File: src/rtl/scratchpad_read_port.sv
// Purpose: read side of the scratchpad register file; returns operands A/B for the ALU.
// Latency: 1 cycle from accept to response, or 2 when a same-cycle write hazard forces a stall.
// Backpressure: the response holds stable while Rsp_Ready is low, and no new request is accepted then.
//
// Ports:
//   SC_ReadPort_CLOCK_50 / SC_ReadPort_RESET_InLow : clock, async active-low reset
//   SC_ReadPort_Req_Valid/_Ready, SelA, SelB        : read request (two register selects)
//   SC_ReadPort_RegFile_DataBUS_In                  : flat register file, reg i at [i*W +: W]
//   SC_ReadPort_Write_InLow, SC_ReadPort_WriteData_In : decoder write strobes (0 = written) and write data
//   SC_ReadPort_DataBUS_A_Out/_B_Out, Error_Out     : registered response, Error_Out = a select was out of range
//   SC_ReadPort_Rsp_Valid/_Ready                    : response handshake
//
// Build option: define SCRATCHPAD_READ_BYPASS_EN to forward WriteData_In to a hazarded port
// instead of stalling one cycle.
module scratchpad_read_port #(
  parameter int DATAWIDTH_BUS = 32,
  parameter int NUM_REGS      = 13,
  parameter int DATAWIDTH_SEL = 5
) (
  input  logic                              SC_ReadPort_CLOCK_50,
  input  logic                              SC_ReadPort_RESET_InLow,
  input  logic                              SC_ReadPort_Req_Valid,
  output logic                              SC_ReadPort_Req_Ready,
  input  logic [DATAWIDTH_SEL-1:0]          SC_ReadPort_SelA,
  input  logic [DATAWIDTH_SEL-1:0]          SC_ReadPort_SelB,
  input  logic [NUM_REGS*DATAWIDTH_BUS-1:0] SC_ReadPort_RegFile_DataBUS_In,
  input  logic [NUM_REGS-1:0]               SC_ReadPort_Write_InLow,
  input  logic [DATAWIDTH_BUS-1:0]          SC_ReadPort_WriteData_In,
  output logic [DATAWIDTH_BUS-1:0]          SC_ReadPort_DataBUS_A_Out,
  output logic [DATAWIDTH_BUS-1:0]          SC_ReadPort_DataBUS_B_Out,
  output logic                              SC_ReadPort_Rsp_Valid,
  input  logic                              SC_ReadPort_Rsp_Ready,
  output logic                              SC_ReadPort_Error_Out
);

  typedef enum logic [1:0] {IDLE, STALL, HOLD} state_t;

  state_t                   state_q, state_d;
  logic                     init_q;      // low only until the first edge after reset release
  logic [DATAWIDTH_SEL-1:0] sel_a_q, sel_b_q;
  logic [DATAWIDTH_BUS-1:0] a_q, b_q;
  logic                     err_q;

  logic                     req_rdy, accept, load, load_from_q, capture;
  logic                     haz_a, haz_b, stall_needed, byp_a, byp_b;
  logic [DATAWIDTH_SEL-1:0] rd_sel_a, rd_sel_b;
  logic [DATAWIDTH_BUS-1:0] a_nxt, b_nxt;
  logic                     err_nxt;

  function automatic logic in_range(input logic [DATAWIDTH_SEL-1:0] s);
    return int'(s) < NUM_REGS;
  endfunction

  // Out-of-range selects match no register and fall through to zero.
  function automatic logic [DATAWIDTH_BUS-1:0] read_reg(
    input logic [DATAWIDTH_SEL-1:0]          s,
    input logic [NUM_REGS*DATAWIDTH_BUS-1:0] bus
  );
    logic [DATAWIDTH_BUS-1:0] r;
    r = '0;
    for (int i = 0; i < NUM_REGS; i++)
      if (int'(s) == i) r = bus[i*DATAWIDTH_BUS +: DATAWIDTH_BUS];
    return r;
  endfunction

  // Register 0 is fixed, so its strobe never creates a hazard; the loop starts at 1.
  function automatic logic hazard(
    input logic [DATAWIDTH_SEL-1:0] s,
    input logic [NUM_REGS-1:0]      wr_n
  );
    logic h;
    h = 1'b0;
    for (int i = 1; i < NUM_REGS; i++)
      if (int'(s) == i && !wr_n[i]) h = 1'b1;
    return h;
  endfunction

  assign haz_a = hazard(SC_ReadPort_SelA, SC_ReadPort_Write_InLow);
  assign haz_b = hazard(SC_ReadPort_SelB, SC_ReadPort_Write_InLow);

`ifdef SCRATCHPAD_READ_BYPASS_EN
  assign byp_a        = haz_a;
  assign byp_b        = haz_b;
  assign stall_needed = 1'b0;
`else
  logic unused_wdata;
  assign byp_a        = 1'b0;
  assign byp_b        = 1'b0;
  assign stall_needed = haz_a | haz_b;
  assign unused_wdata = ^SC_ReadPort_WriteData_In;
`endif

  logic unused_strobe0;
  assign unused_strobe0 = SC_ReadPort_Write_InLow[0];

  always_comb begin
    state_d     = state_q;
    req_rdy     = 1'b0;
    load        = 1'b0;
    load_from_q = 1'b0;
    capture     = 1'b0;
    case (state_q)
      IDLE:    req_rdy = init_q;
      STALL:   req_rdy = 1'b0;
      HOLD:    req_rdy = SC_ReadPort_Rsp_Ready;
      default: req_rdy = 1'b0;
    endcase
    accept = SC_ReadPort_Req_Valid & req_rdy;

    if (state_q == STALL) begin
      // The write landed on the previous edge, so the flat bus now holds the new value.
      load        = 1'b1;
      load_from_q = 1'b1;
      state_d     = HOLD;
    end else if (accept) begin
      if (stall_needed) begin
        capture = 1'b1;
        state_d = STALL;
      end else begin
        load    = 1'b1;
        state_d = HOLD;
      end
    end else if (state_q == HOLD && SC_ReadPort_Rsp_Ready) begin
      state_d = IDLE;
    end
  end

  assign rd_sel_a = load_from_q ? sel_a_q : SC_ReadPort_SelA;
  assign rd_sel_b = load_from_q ? sel_b_q : SC_ReadPort_SelB;
  assign a_nxt    = byp_a ? SC_ReadPort_WriteData_In
                          : read_reg(rd_sel_a, SC_ReadPort_RegFile_DataBUS_In);
  assign b_nxt    = byp_b ? SC_ReadPort_WriteData_In
                          : read_reg(rd_sel_b, SC_ReadPort_RegFile_DataBUS_In);
  assign err_nxt  = !in_range(rd_sel_a) || !in_range(rd_sel_b);

  always_ff @(posedge SC_ReadPort_CLOCK_50 or negedge SC_ReadPort_RESET_InLow) begin
    if (!SC_ReadPort_RESET_InLow) begin
      state_q <= IDLE;
      init_q  <= 1'b0;
      sel_a_q <= '0;
      sel_b_q <= '0;
      a_q     <= '0;
      b_q     <= '0;
      err_q   <= 1'b0;
    end else begin
      state_q <= state_d;
      init_q  <= 1'b1;
      if (capture) begin
        sel_a_q <= SC_ReadPort_SelA;
        sel_b_q <= SC_ReadPort_SelB;
      end
      if (load) begin
        a_q   <= a_nxt;
        b_q   <= b_nxt;
        err_q <= err_nxt;
      end
    end
  end

  assign SC_ReadPort_Req_Ready     = req_rdy;
  assign SC_ReadPort_Rsp_Valid     = (state_q == HOLD);
  assign SC_ReadPort_DataBUS_A_Out = a_q;
  assign SC_ReadPort_DataBUS_B_Out = b_q;
  assign SC_ReadPort_Error_Out     = err_q;

endmodule

File: config.mk
export PLATFORM = sky130hd
export DESIGN_NAME = scratchpad_read_port
export DESIGN_NICKNAME = d
export VERILOG_FILES = /design/src/rtl/scratchpad_read_port.sv
export SDC_FILE = /design/constraint.sdc
export NUM_CORES = 1
export LEC_CHECK = 0
export CAP_MARGIN = 20
export CORE_AREA = 2 2 209 211
export CTS_CLUSTER_DIAMETER = 40
export DETAILED_ROUTE_END_ITERATION = 10
export DIE_AREA = 0 0 211 213
export PLACE_DENSITY = 0.56
export SLEW_MARGIN = 40
export SYNTH_ARGS = -nofsm -noshare
export SYNTH_HDL_FRONTEND = slang
export SYNTH_SLANG_ARGS = --single-unit
File: constraint.sdc
create_clock -name SC_ReadPort_CLOCK_50 -period 3.7 [get_ports SC_ReadPort_CLOCK_50]
set_clock_uncertainty 0.05 [all_clocks]
set_input_delay 0.925 -clock SC_ReadPort_CLOCK_50 [delete_from_list [all_inputs] [get_ports SC_ReadPort_CLOCK_50]]
set_output_delay 0.925 -clock SC_ReadPort_CLOCK_50 [all_outputs]
set_load 0.02 [all_outputs]
After elaboration in Yosys (flattened, before gate mapping)
Cells that the tools add are included.

Register bits: 78. Input bits: 475. Output and inout port bits: 67. Logic and storage cells: 169.

Magnitude comparators: 2. Equality and inequality tests: 50. Multiplexer cells: 64. Bitwise logic cells: 2. Reduce and logical (&&, ||, !) cells: 44.

Operators by type and width (count): $mux W32 (26); $eq A5 B5 Y1 const B (20); $eq A5 B4 Y1 const B (16); $eq A5 B3 Y1 const B (8); $mux W1 (31); $logic_and A1 B1 Y1 (25); $eq A5 B2 Y1 const B (4); $logic_not A1 Y1 (14); $logic_not A5 Y1 (2); $lt A5 B4 Y1 const B (2); $mux W5 (2); $mux W2 (4); $reduce_bool A3 Y1 (1); $eq A2 B1 Y1 const B (1); $eq A2 B2 Y1 const B (1); $logic_not A2 Y1 (1); $pmux W1 S2 (1); $and A1 B1 Y1 (1); $logic_or A1 B1 Y1 (1); $or A1 B1 Y1 (1).

Depth between registers and ports, before layout
Gate-level depths: netlist (run 1).

Word-level depth: 18. Depth in mapped cells: 12. Mapped depth without buffers: 7.

Worst setup path after synthesis (run 1)
OpenSTA, ideal clock, no wires.

Kind: in2reg. From: input port SC_ReadPort_SelB[2]. To: register a_q[11], in the netlist SC_ReadPort_DataBUS_A_Out[11]. Setup time: 0.135 ns. Arrival: 2.900 ns. Required time: 3.515 ns. Path slack: 0.615 ns. Stages: 9. Buffers on the path: 3. Cell sequence: clkbuf_1 -> mux4_2 -> a32o_1 -> a211oi_2 -> buf_2 -> buf_4 -> nor3b_1 -> a31oi_1 -> o31ai_1.

Cells in the longest elaborated chain, start to end: 18. Elaborated cells on any way between the ends: 40. Classes of those cells: eq/ne (12); mux (15); bitwise (1); reduce/logical (12).

RTL lines: start: declaration (line 25) `input logic [DATAWIDTH_SEL-1:0] SC_ReadPort_SelB,`; $eq A5 B2 Y1 (line 74) `if (int'(s) == i && !wr_n[i]) h = 1'b1;`; $logic_and A1 B1 Y1 (line 74); $mux W1 (11 in a row) (line 74); $mux W1 * (line 74); $or A1 B1 Y1 * (line 89) `assign stall_needed = haz_a | haz_b;`; $mux W1 * (line 116) `if (stall_needed) begin`; $mux W1 * (line 115) `end else if (accept) begin`; $mux W1 * (line 110) `if (state_q == STALL) begin`; end signal: assignment (line 153) `a_q <= a_nxt;`; end: declaration (line 41) `logic [DATAWIDTH_BUS-1:0] a_q, b_q;`.

Every way passes the cells marked *; elsewhere a longest branch is shown, timed or not. A chain may end at the register's enable or synchronous reset.

Worst setup path in the final report (run 1)
From: input port SC_ReadPort_SelB[3]. To: register a_q[0], in the netlist SC_ReadPort_DataBUS_A_Out[0].

The elaborated chain is that of the path after synthesis.

==> flow_summary.toml, run 1 <==
[cts]
clk_pin_slew_ns = 0.07
insertion_delay_ns = 0.38
cts_made_buffers = 9
cts-root-buf = "clkbuf_16"
h-tree-depth = 3
post_cts_resized = 0
cts_tree = "done"
cts_setup_buffers = 0
hold_buffers = 0
clk_path_buf_depth = 2
clock-sinks = 78

[logic_synthesis]
synth_ff_type = "dfrtp_1"
ys_seq_area_frac = 0.189
synth_edf_count = 0
synth.avg_cell_area_sq_um = 7.13
synth.distinct_cells = 77
yosys.area.top_type = "dfrtp_1"
ys_top_cells_by_area = "dfrtp_1 (19%), nand2_1 (6.5%), a22oi_1 (5.6%)"
syn_area_sq_um = 10300
synth.top_cell.area_share = 0.189
async_flop_share = 1.00
synth_warnings = 0
syn_inst = 1445
postSynthNetCount = 1920
ys_ff_latch = 78

[sta]
rsz0062_at_grt = "false"
fmax_ghz = 0.287
slew_headroom = 0.593
fin_crit_sh = 0.943
worst_slew_pin_slew_ns = 0.602
final-hold-violation-count = 0
finalSetupViolations = 0
drv_slew = 0
setup_ws_ns = 0.212
period_minus_slack_ns = 3.49

[routing]
antenna_left = 0
top_layer = "met5"
routedLengthMet1_mm = 31.0
wirelength_mm = 81.0
via_count = 16100
routed_via_density = 6.26
dr_wl_met2_mm = 37.5
wl_per_cell_microns = 31.6
firstDrtPassIters = 8
drc = 0
wl_met3_mm = 8.41
drt_iter0_drc = 2295

[critical_path]
arrival_ns = 3.69
cp.required_ns = 3.91
crit_path_end_kind = "flip-flop"
critPathLaunchType = "input pin"
r2r_cells = 9
cp_max_fo = 19
critPathKind = "in -> reg"

[cells_and_area]
layout-drive-gt1-share = 0.133
fin_nets = 2479
final_area_sq_um = 17700
areaGrowthSynthToFinish_pct = 71.9

[grt]
grt_pass1_wl_mm = 114
overflow = 0
grt_max_degree = 79
antenna_found_initial = 12
grt_pass1_vias = 15900
grt_use_total = 0.348

[floorplanning]
num_io_pins = 542
fp.dieH_microns = 213
rows = 76
fp.dieArea_sq_um = 44900
initial_utilization = 0.241
die_w_microns = 211
coreArea_sq_um = 42700

[min_path]
worstHoldPathCells = 2
hold_class = "reg -> reg"

[placed_design]
dp_hpwl_mm = 64.5
numPortBuffers = 508
pre_cts_slack_ns = -0.130
finalWeightedCongestion = 0.983
dpl-instance-area_sq_um = 17400

[power]
ir_drop_uv = 252
powerDensity_nw_per_um2 = 547
p_leak_nw = 6.74

[status]
status = "completed"

[job]
cap_violations = 0
==> placed cells by master (no fill, tap or decap), drive strengths merged, types with 38 or more instances in the layout <==
cell type / netlist / layout
mux2i: 39 / 39
dfrtp: 78 / 78
nand3: 64 / 64
o22ai: 40 / 40
clkdlybuf4s50: 0 / 507
a21oi: 85 / 85
nand2: 178 / 178
o21ai: 109 / 109
nor2: 151 / 151
a22oi: 77 / 77
buf: 73 / 186
a222oi: 38 / 38
a31oi: 61 / 61
==> Yosys cell counts (all sizes together) (33+ instances only) <==
library cell	count
a21oi	85
a221oi	33
a222oi	38
a22oi	77
a2bb2oi	33
a31oi	61
buf	73
clkbuf	72
dfrtp	78
mux2i	39
nand2	178
nand3	64
nor2	151
o21ai	109
o22ai	40
==> report_power, final <==
part	switching [W]	internal (W)	total (W)
sequential	0.000301	0.00124	0.00154
clock	0.000456	0.000525	0.000981
combinational	0.00406	0.00311	0.00717
==> final cells by class <==
cell class	instances	area, sq um
fillers	4382	25000
multi-input cells	1211	7750
repair buffers	693	6970
flip-flops and latches	78	1950
well taps	546	683
clock buffers	9	225
clock inverters	7	75.1
inverters	11	41.3
diodes	8	20.0
==> registers in the layout, summed over array words and instances, names as in the netlist <==
signal                     count
SC_ReadPort_DataBUS_A_Out     32
SC_ReadPort_DataBUS_B_Out     32
sel_a_q                        5
sel_b_q                        5
state_q                        2
SC_ReadPort_Error_Out          1
init_q                         1
==> stage by stage <==
step | cells | power (W) | hold WS, ns | util | setup TNS, ns
final | 2563 | 0.00969 | 0.417 | 0.415 | 0
after CTS | 2555 | 0.00955 | 0.421 | 0.414 | 0
after detailed placement | 2539 | 0.00854 | 0.406 | 0.407 | -2.10
after floorplan | 1445 | 0.00493 | 0.431 | - | 0
after global placement | 2539 | 0.00852 | 0.408 | 0.407 | -0.501
after global routing | 2561 | 0.0101 | 0.436 | 0.415 | 0
==> worst max-delay path, stage by stage <==
cell and delay [ns]:
clkdlybuf4s50_1 0.54, buf_4 0.22, nand2b_1 0.24, o221ai_1 0.22, a32o_1 0.28, a211oi_4 0.08, buf_12 0.17, or2_2 0.34
buf_12 0.18, buf_4 0.14, a221oi_1 0.32
==> cell families after synthesis <==
logic type / count (synthesis) / synth area share
and+or+nand+nor: 492 / 0.220
buffers and inverters: 156 / 0.0674
other: 1 / 0.000364
AOI/OAI and AO/OA: 650 / 0.452
DFF: 78 / 0.189
muxes: 68 / 0.0710
==> per-layer routing <==
metal / GRT usage / vias up
li1: - / 6854
met3: 0.0749 / 215
met5: 0 / -
met1: 0.425 / 7702
met2: 0.579 / 1277
met4: 0.173 / 6
==> final timing paths <==
check | from | to | slack, ns
max in group asynchronous | SC_ReadPort_RESET_InLow | SC_ReadPort_DataBUS_A_Out[11] | 2.63
worst max register to register | state_q[0] | SC_ReadPort_DataBUS_A_Out[13] | 0.43
worst min register to register | SC_ReadPort_DataBUS_B_Out[15] | SC_ReadPort_DataBUS_B_Out[15] | 0.42
worst max-delay path | SC_ReadPort_SelB[3] | SC_ReadPort_DataBUS_A_Out[0] | 0.21
min in group asynchronous | SC_ReadPort_RESET_InLow | SC_ReadPort_DataBUS_B_Out[28] | 0.52
worst min-delay path | SC_ReadPort_DataBUS_B_Out[15] | SC_ReadPort_DataBUS_B_Out[15] | 0.42
Power figures use the tool's default switching activity.
==> run 2, diff against run 1 <==
- CTS_BUF_LIST: unset -> sky130_fd_sc_hd__clkbuf_4 sky130_fd_sc_hd__clkbuf_8 sky130_fd_sc_hd__clkbuf_16
==> results of run 2 <==
Final layout, timing and power as in run 1 (identical DEF).
